### src/rtl/alu_arbiter.sv
// Round-robin arbiter sharing one combinational ALU between two requesters,
// with per-port registered response slots and saturating grant counters.
module alu_arbiter #(
   parameter int unsigned DATA_WIDTH = 32,
   parameter int unsigned CNT_WIDTH  = 16
) (
   input  logic                  clk,
   input  logic                  rst_n,
   input  logic                  req0_valid,
   output logic                  req0_ready,
   input  logic [DATA_WIDTH-1:0] req0_op1,
   input  logic [DATA_WIDTH-1:0] req0_op2,
   input  logic [3:0]            req0_ctrl,
   input  logic                  req1_valid,
   output logic                  req1_ready,
   input  logic [DATA_WIDTH-1:0] req1_op1,
   input  logic [DATA_WIDTH-1:0] req1_op2,
   input  logic [3:0]            req1_ctrl,
   output logic [DATA_WIDTH-1:0] alu_op1,
   output logic [DATA_WIDTH-1:0] alu_op2,
   output logic [3:0]            alu_ctrl,
   input  logic [DATA_WIDTH-1:0] alu_out,
   output logic                  rsp0_valid,
   input  logic                  rsp0_ready,
   output logic [DATA_WIDTH-1:0] rsp0_data,
   output logic                  rsp1_valid,
   input  logic                  rsp1_ready,
   output logic [DATA_WIDTH-1:0] rsp1_data,
   output logic [CNT_WIDTH-1:0]  grant_cnt0,
   output logic [CNT_WIDTH-1:0]  grant_cnt1
);

   localparam logic [3:0]           CTRL_IDLE = 4'b1111;
   localparam logic [CNT_WIDTH-1:0] CNT_MAX   = '1;

   logic prio;
   logic elig0;
   logic elig1;
   logic gnt0;
   logic gnt1;

   // A port may issue when its response slot is empty or draining this cycle.
   always_comb begin
      elig0 = req0_valid && (!rsp0_valid || rsp0_ready);
      elig1 = req1_valid && (!rsp1_valid || rsp1_ready);
      gnt0  = rst_n && elig0 && (!elig1 || !prio);
      gnt1  = rst_n && elig1 && (!elig0 ||  prio);
   end

   assign req0_ready = gnt0;
   assign req1_ready = gnt1;

   // Idle drive selects the ALU default case so it outputs zero.
   always_comb begin
      alu_op1  = '0;
      alu_op2  = '0;
      alu_ctrl = CTRL_IDLE;
      if (gnt0) begin
         alu_op1  = req0_op1;
         alu_op2  = req0_op2;
         alu_ctrl = req0_ctrl;
      end else if (gnt1) begin
         alu_op1  = req1_op1;
         alu_op2  = req1_op2;
         alu_ctrl = req1_ctrl;
      end
   end

   // Priority passes to the other port after each grant.
   always_ff @(posedge clk or negedge rst_n) begin
      if (!rst_n) begin
         prio <= 1'b0;
      end else if (gnt0) begin
         prio <= 1'b1;
      end else if (gnt1) begin
         prio <= 1'b0;
      end
   end

   always_ff @(posedge clk or negedge rst_n) begin
      if (!rst_n) begin
         rsp0_valid <= 1'b0;
         rsp0_data  <= '0;
      end else if (gnt0) begin
         rsp0_valid <= 1'b1;
         rsp0_data  <= alu_out;
      end else if (rsp0_ready) begin
         rsp0_valid <= 1'b0;
      end
   end

   always_ff @(posedge clk or negedge rst_n) begin
      if (!rst_n) begin
         rsp1_valid <= 1'b0;
         rsp1_data  <= '0;
      end else if (gnt1) begin
         rsp1_valid <= 1'b1;
         rsp1_data  <= alu_out;
      end else if (rsp1_ready) begin
         rsp1_valid <= 1'b0;
      end
   end

   // Saturating performance counters.
   always_ff @(posedge clk or negedge rst_n) begin
      if (!rst_n) begin
         grant_cnt0 <= '0;
         grant_cnt1 <= '0;
      end else begin
         if (gnt0 && (grant_cnt0 != CNT_MAX)) begin
            grant_cnt0 <= grant_cnt0 + CNT_WIDTH'(1);
         end
         if (gnt1 && (grant_cnt1 != CNT_MAX)) begin
            grant_cnt1 <= grant_cnt1 + CNT_WIDTH'(1);
         end
      end
   end

endmodule

### config.mk
export PLATFORM = sky130hd
export DESIGN_NAME = alu_arbiter
export DESIGN_NICKNAME = d
export VERILOG_FILES = /design/src/rtl/alu_arbiter.sv
export SDC_FILE = /design/constraint.sdc
export NUM_CORES = 1
export LEC_CHECK = 0
export ABC_CLOCK_PERIOD_IN_PS = 2300
export CAP_MARGIN = 20
export CORE_ASPECT_RATIO = 0.8
export CORE_MARGIN = 2
export CORE_UTILIZATION = 30
export CTS_BUF_LIST = sky130_fd_sc_hd__clkbuf_4
export CTS_CLUSTER_SIZE = 14
export DETAILED_ROUTE_END_ITERATION = 6
export GPL_ROUTABILITY_DRIVEN = 0
export HOLD_SLACK_MARGIN = 0.06
export PLACE_DENSITY = 0.72
export SYNTH_ARGS = -nofsm -noshare
export SYNTH_HDL_FRONTEND = slang
export SYNTH_SLANG_ARGS = --single-unit
### constraint.sdc
create_clock -name clk -period 2.3 [get_ports clk]
set_input_delay 0.46 -clock clk [delete_from_list [all_inputs] [get_ports clk]]
set_output_delay 0.46 -clock clk [all_outputs]
set_load 0.1 [all_outputs]
==> out/results.ini, run 1 <==
[yosys]
async_flop_share_pct = 100
synth_top_area_cell = dfrtp_1
synth_area_leaders = dfrtp_1, nand2_1, a22o_1, xnor2_1, nand4_1
synth_top_area_share_pct = 52.7
yosys.cell_types.count = 34
yosys.cell_count.top_type = nand2_1
synthesis.nets = 677
synth-seq-cells = 99
synthTopCellsByCount = nand2_1, dfrtp_1, a22o_1
syn_area_sq_um = 4700
synth_edf_count = 0
synthCells = 501
yosys_warnings = 0
ys_seq_area_share_pct = 52.7
synth_flop_cell = dfrtp_1
avgSynthCellArea_sq_um = 9.39

[die]
core_sq_um = 15200
top_level_ports = 342
die_area_sq_um = 16700
start_util_pct = 31.0
die_w_um = 144
fp.dieH_um = 116
rows = 40

[global_route]
grt.overflow.total = 0
grt_pass1_wl_um = 30600
grt_usage_pct = 24.5
grt_max_degree = 52
antenna_found_initial = 0
grt_pass1_vias = 5328

[routing]
vias = 5216
drt_iter0_drc = 321
dr.pass1.iters = 5
routed_wl_um = 21100
vias_per_cell = 4.84
final_antenna_net_count = 0
routedWlPerCell_um = 19.6
drcViolationCount = 0

[sta]
setup-violations-final = 70
skew_ns = 0.0167
slew_headroom_pct = 54.4
worst_slack_ns = -0.276
final.min_clock_period_ns = 2.58
hold_viol = 0
max_freq_ghz = 0.388
rsz0062_at_grt = true
tightest_slew_ns = 0.685
finalCritPeriodShare_pct = 112
tns_ns = -17.19
slew_viol_final = 0

[power_and_ir_drop]
power_density_nw_per_um2 = 961
p_leak_nw = 4.53
ir_drop_uv = 843

[critical_path]
worstPathArrival_ns = 2.12
worst_path_largest_cell_delay_ns = 0.42
path_cells = clkdlybuf4s50_1, nor2b_2, a211o_4, clkinv_8, buf_6, buf_16, a22o_2, buf_12
cp_max_fo = 9
crit_type = in -> out
startpoint_type = input port
worstPathRequired_ns = 1.84
endpoint_kind = output pin
slowest_stage = clkdlybuf4s50_1

[clock_tree]
clk_pin_slew_ns = 0.16
cts-root-buf = clkbuf_4
htreeDepth = 3
clockBufferDepth = 2
clk_latency_ns = 0.44
cts_buffers = 9
cts.sinks = 99
cts_tree = done

[status]
outcome = complete, but fails checks
violations = negative setup slack

[cells_and_area]
antenna_cells = 0
finish.utilization_pct = 63.0
area_growth_pct = 103
drive_above_1_share_pct = 36.0
fin_nets = 1038

[flow_run]
cap_violations = 0

[worst_hold_path]
min_path_type = in -> async

[placement]
port_buffers = 341
dp_hpwl_um = 16100

[flip-flops by register name, summed over array words and instances (netlist names)]
register,count
grant_cnt0,16
rsp0_data,32
rsp0_valid,1
rsp1_data,32
rsp1_valid,1
grant_cnt1,16
prio,1
[cell families after synthesis]
| group | Yosys count | synth area share, % |
|---|---|---|
| AOI/OAI and AO/OA | 74 | 13.8 |
| xor gates and xnor gates | 26 | 4.84 |
| adders and majority gates | 2 | 0.532 |
| buffers and inverters | 32 | 2.71 |
| DFF | 99 | 52.7 |
| muxes | 4 | 0.958 |
| and+or+nand+nor | 264 | 24.5 |
[cell type report]
class                           count  area (sq um)
Clock inverter                      6          65.1
Fill cell                        1240          5610
Inverter                            4          32.5
Timing Repair Buffer              378          4290
Tap cell                          210           263
Sequential cell                    99          2490
Clock buffer                       10          75.1
Multi-Input combinational cell    370          2330
[per-layer routing]
| layer | vias up | track usage [%] | wire, um |
|---|---|---|---|
| met5 | - | 0 | 0 |
| met4 | 0 | 4.12 | 198 |
| met3 | 22 | 6.69 | 1620 |
| met2 | 222 | 39.5 | 10300 |
| met1 | 2547 | 33.7 | 8970 |
| li1 | 2425 | - | - |
[final timing paths]
kind / to / start / slack (ns) / cells past startpoint
hold / removal: rsp0_valid / rst_n / 0.17 / 2
max in group asynchronous: rsp0_data[27] / rst_n / 1.05 / 3
setup / recovery: alu_op2[13] / req0_valid / -0.28 / 8
hold reg to reg: rsp1_data[22] / rsp1_data[22] / 0.49 / 2
setup reg to reg: grant_cnt1[10] / rsp1_valid / 0.34 / 8
min in group clk: prio / rst_n / 0.42 / 4
[metrics by stage]
step	total power, mW	hold WS (ns)	std cells	area, sq um	setup slack (ns)
4_1_cts	9.26	0.153	1077	9560	-0.329
3_5_place_dp	8.22	0.259	1053	9210	-0.281
2_1_floorplan	6.42	0.164	501	4940	-0.197
3_3_place_gp	8.16	0.255	1053	9210	-0.269
6_report	9.18	0.166	1077	9550	-0.276
5_1_grt	9.52	0.176	1077	9550	-0.370
[power breakdown]
group	internal [mW]	switching, mW
logic	1.54	4.31
registers	2.11	0.294
clock network	0.344	0.590
[cells in the final DEF (no fill, tap or decap), types with 2 or more instances in the layout]
cell type / n
a22o_2: 46
a22o_4: 18
and2_1: 2
and3_1: 6
and4_1: 2
buf_12: 73
buf_16: 4
buf_4: 121
buf_6: 6
clkbuf_4: 10
clkdlybuf4s50_1: 172
clkinvlp_4: 3
dfrtp_1: 91
dfrtp_2: 6
dfrtp_4: 2
ha_1: 2
inv_1: 2
mux2_2: 3
nand2_1: 207
nand3_1: 12
nand4_1: 13
nor2_1: 9
nor2_2: 2
nor3_1: 3
nor4_4: 2
o21ai_0: 2
o22a_2: 4
xnor2_1: 18
xor2_1: 8
[repair_timing]
item	in CTS	in global routing
endpoints found under the setup margin	70	70
endpoints found under the hold margin	1	0
pin swaps	1	0
buffers inserted	2	2
hold buffers	1	0
cloned	5	0
resized for setup	16	3
[worst max-delay path: cells and delay by family]
family / cells / cell delay [ns]
simple gates: 1 / 0.17
buf+inv: 5 / 0.92
compound gates: 2 / 0.55
Power figures use the tool's default switching activity.
==> run 2: changes to the inputs <==
- ABC_AREA: default -> 1
- PLACE_DENSITY: 0.72 -> 0.68
==> run 2 against run 1 <==
Against the previous run: the run still ends with negative setup slack left; hold slack better by 0.052 ns; utilization hardly changed; non-clock buffer count is 8 higher; sequential power is 2% lower; clock skew is 0.0022 ns lower; via count is 22% higher; die area is 15% higher; design area is 16% higher; critical path depth is 1 higher; worst setup slack better by 0.10 ns; critical path type is now reg -> out; critical endpoint is now alu_op2[3]; highest routed layer unchanged.
==> out/results.ini, run 2 <==
[status]
outcome = complete, but fails checks
violations = negative setup slack

[cells_and_area]
fin_nets = 1314
layout.cells.non_filler = 1374
seq_area_sq_um = 2490
drive_above_1_share_pct = 35.4
area_growth_pct = 104
fillers = 1485
finish.utilization_pct = 63.0
most-common-layout-cells = nand2_1, clkdlybuf4s50_1, buf_4, dfrtp_1, nand2_4
reg_top3 = rsp0_data x32, rsp1_data x32
multi_input_area_sq_um = 3350
final_common_cell = nand2_1

[yosys]
synthCells = 773
synth_area_leaders = dfrtp_1, nand2_1, o21ai_0, inv_1, nor2_1
synth_top_family_by_area = simple AND/OR/NAND/NOR gates
syn_area_sq_um = 5420
synth_flop_cell = dfrtp_1
synthAdderAreaFrac_pct = 0.461
synth_compound_area_share_pct = 7.89
yosys.cell_count.top_type = nand2_1
yosys.cell_types.count = 26
synth-simple-area-share_pct = 35.8
synth-xor-area-share_pct = 2.26
ys_seq_area_share_pct = 45.7
yosys_warnings = 0
synth_top_area_cell = dfrtp_1
async_flop_share_pct = 100
synth_top_area_share_pct = 45.7
synthTopCellsByCount = nand2_1, dfrtp_1, o21ai_0
synthesis.nets = 949
synthMuxAreaShare_pct = 0
synth_edf_count = 0
avgSynthCellArea_sq_um = 7.02
synth-seq-cells = 99

[sta]
worst_slack_ns = -0.175
slew_headroom_pct = 32.6
setup-violations-final = 70
tightest_slew_ns = 1.01
final.min_clock_period_ns = 2.47
finalCritPeriodShare_pct = 108
slew_viol_final = 0
hold_viol = 0
max_freq_ghz = 0.404
hold_ws_ns = 0.218
rsz0062_at_grt = true
skew_ns = 0.0145

[routing]
routedWlPerCell_um = 17.2
dr.pass1.iters = 4
routed_wl_um = 23600
drcViolationCount = 0
vias = 6361
drt_iter0_drc = 255
vias_per_cell = 4.63
final_antenna_net_count = 0

[die]
start_util_pct = 30.9
die_w_um = 154
core_sq_um = 17500
top_level_ports = 342
die_area_sq_um = 19200
fp.dieH_um = 124
rows = 43

[power_and_ir_drop]
switchingPower_mw = 5.07
power_density_nw_per_um2 = 805
ir_drop_uv = 768
seqPwrFrac_pct = 26.3
switching_share_pct = 56.9
cellInternalPower_mw = 3.83
p_leak_nw = 5.31
comb_power_share_pct = 63.3
clockPowerShare_pct = 10.4

[clock_tree]
htreeDepth = 3
cts.sinks = 99
cts_tree = done
clockBufferDepth = 2
cts_buffers = 9
clk_pin_slew_ns = 0.17
clk_latency_ns = 0.49
cts-root-buf = clkbuf_4

[global_route]
grt_usage_pct = 23.3
grt_pass1_wl_um = 34500
grt_pass1_vias = 5992
antenna_found_initial = 6
grt.overflow.total = 0
grt_max_degree = 78

[critical_path]
startpoint = rsp1_valid
crit_type = reg -> out
worstPathRequired_ns = 1.84
cp_max_fo = 9
worstPathArrival_ns = 2.01
endpoint_kind = output pin
startpoint_type = flip-flop
reg2reg_from = rsp1_valid

[flow_run]
cap_violations = 0

[placement]
port_buffers = 341
dp_hpwl_um = 17400
place_inst = 1325

[worst_hold_path]
min_path_type = in -> async

run 2: cell types whose count changed after synthesis, sizes merged, moves of 14 or more:
cell	before	now
nand2	207	416
o21ai	2	77
a22o	64	0
inv	4	61
nor2	11	41
buf	9	23
run 2: worst paths after layout:
| path | depth (start not counted) | slack, ns | endpoint |
|---|---|---|---|
| max | 9 | -0.17 | alu_op2[3] |
| min | 2 | 0.22 | grant_cnt1[8] |
| max reg2reg | 11 | 0.42 | grant_cnt0[1] |
| min reg2reg | 2 | 0.51 | rsp0_data[15] |
| max in group asynchronous | 2 | 1.26 | rsp1_valid |
| min in group clk | 2 | 0.51 | rsp0_data[15] |
run 2: logic make-up after synthesis:
| kind of cell | after synthesis |
|---|---|
| AND/OR/NAND/NOR | 486 |
| flip-flops | 99 |
| buffers and inverters | 94 |
| AO/OA/AOI/OAI | 78 |
| XOR/XNOR | 14 |
| adder cells (fa/ha/maj) | 2 |
run 2: layout make-up:
class	instances	area share [%]
inverter	62	2.11
sequential	99	22.5
clock buffer	9	0.611
antenna	6	0.136
timing repair buffer	386	41.1
tap	225	2.55
clock inverter	7	0.623
multi-input combinational	580	30.3
run 2: metrics by stage:
step                      cell area, sq um  setup WS, ns  TNS (ns)  power, mW
after CTS                            10500        -0.209    -12.22       8.82
after floorplan                       5850        0.0404         0       6.12
after global placement               10000        -0.232    -11.56       7.71
final                                11000        -0.175     -9.34       8.89
after detailed placement             10000        -0.237    -12.90       7.76
after global routing                 11000        -0.291    -17.64       9.24
run 2: layer usage:
metal / routed length, um / GRT usage [%] / share of wire, %
met5: 0 / 0 / 0
met4: 890 / 7.73 / 3.8
met3: 1980 / 7.31 / 8.4
met2: 11500 / 40.1 / 49
met1: 9220 / 27.6 / 39
run 2: timing repair:
item	in CTS	in global routing
gates resized for setup	63	77
pin swaps	4	10
setup buffers	9	4
hold buffers	1	0
gates cloned	4	9
setup endpoints to repair	70	70
endpoints found under the hold margin	22	0
run 2: power by group through the flow:
stage                     combinational [mW]  sequential, mW  clock (mW)
after floorplan                         1.45            4.67           0
after global placement                  5.36            2.35           0
after detailed placement                5.41            2.35           0
after CTS                               5.52            2.34       0.964
after global routing                    5.83            2.39        1.03
final                                   5.63            2.34       0.922
run 2: worst max-delay path, cell delays in order (launching register included):
cell       delay (ns)
dfrtp_4          0.53
nand2_4          0.11
nand2_4          0.06
nor2_4           0.12
nor2_4           0.06
buf_4            0.15
clkbuf_16        0.17
nand2_2          0.11
nand2_4          0.06
buf_12           0.16
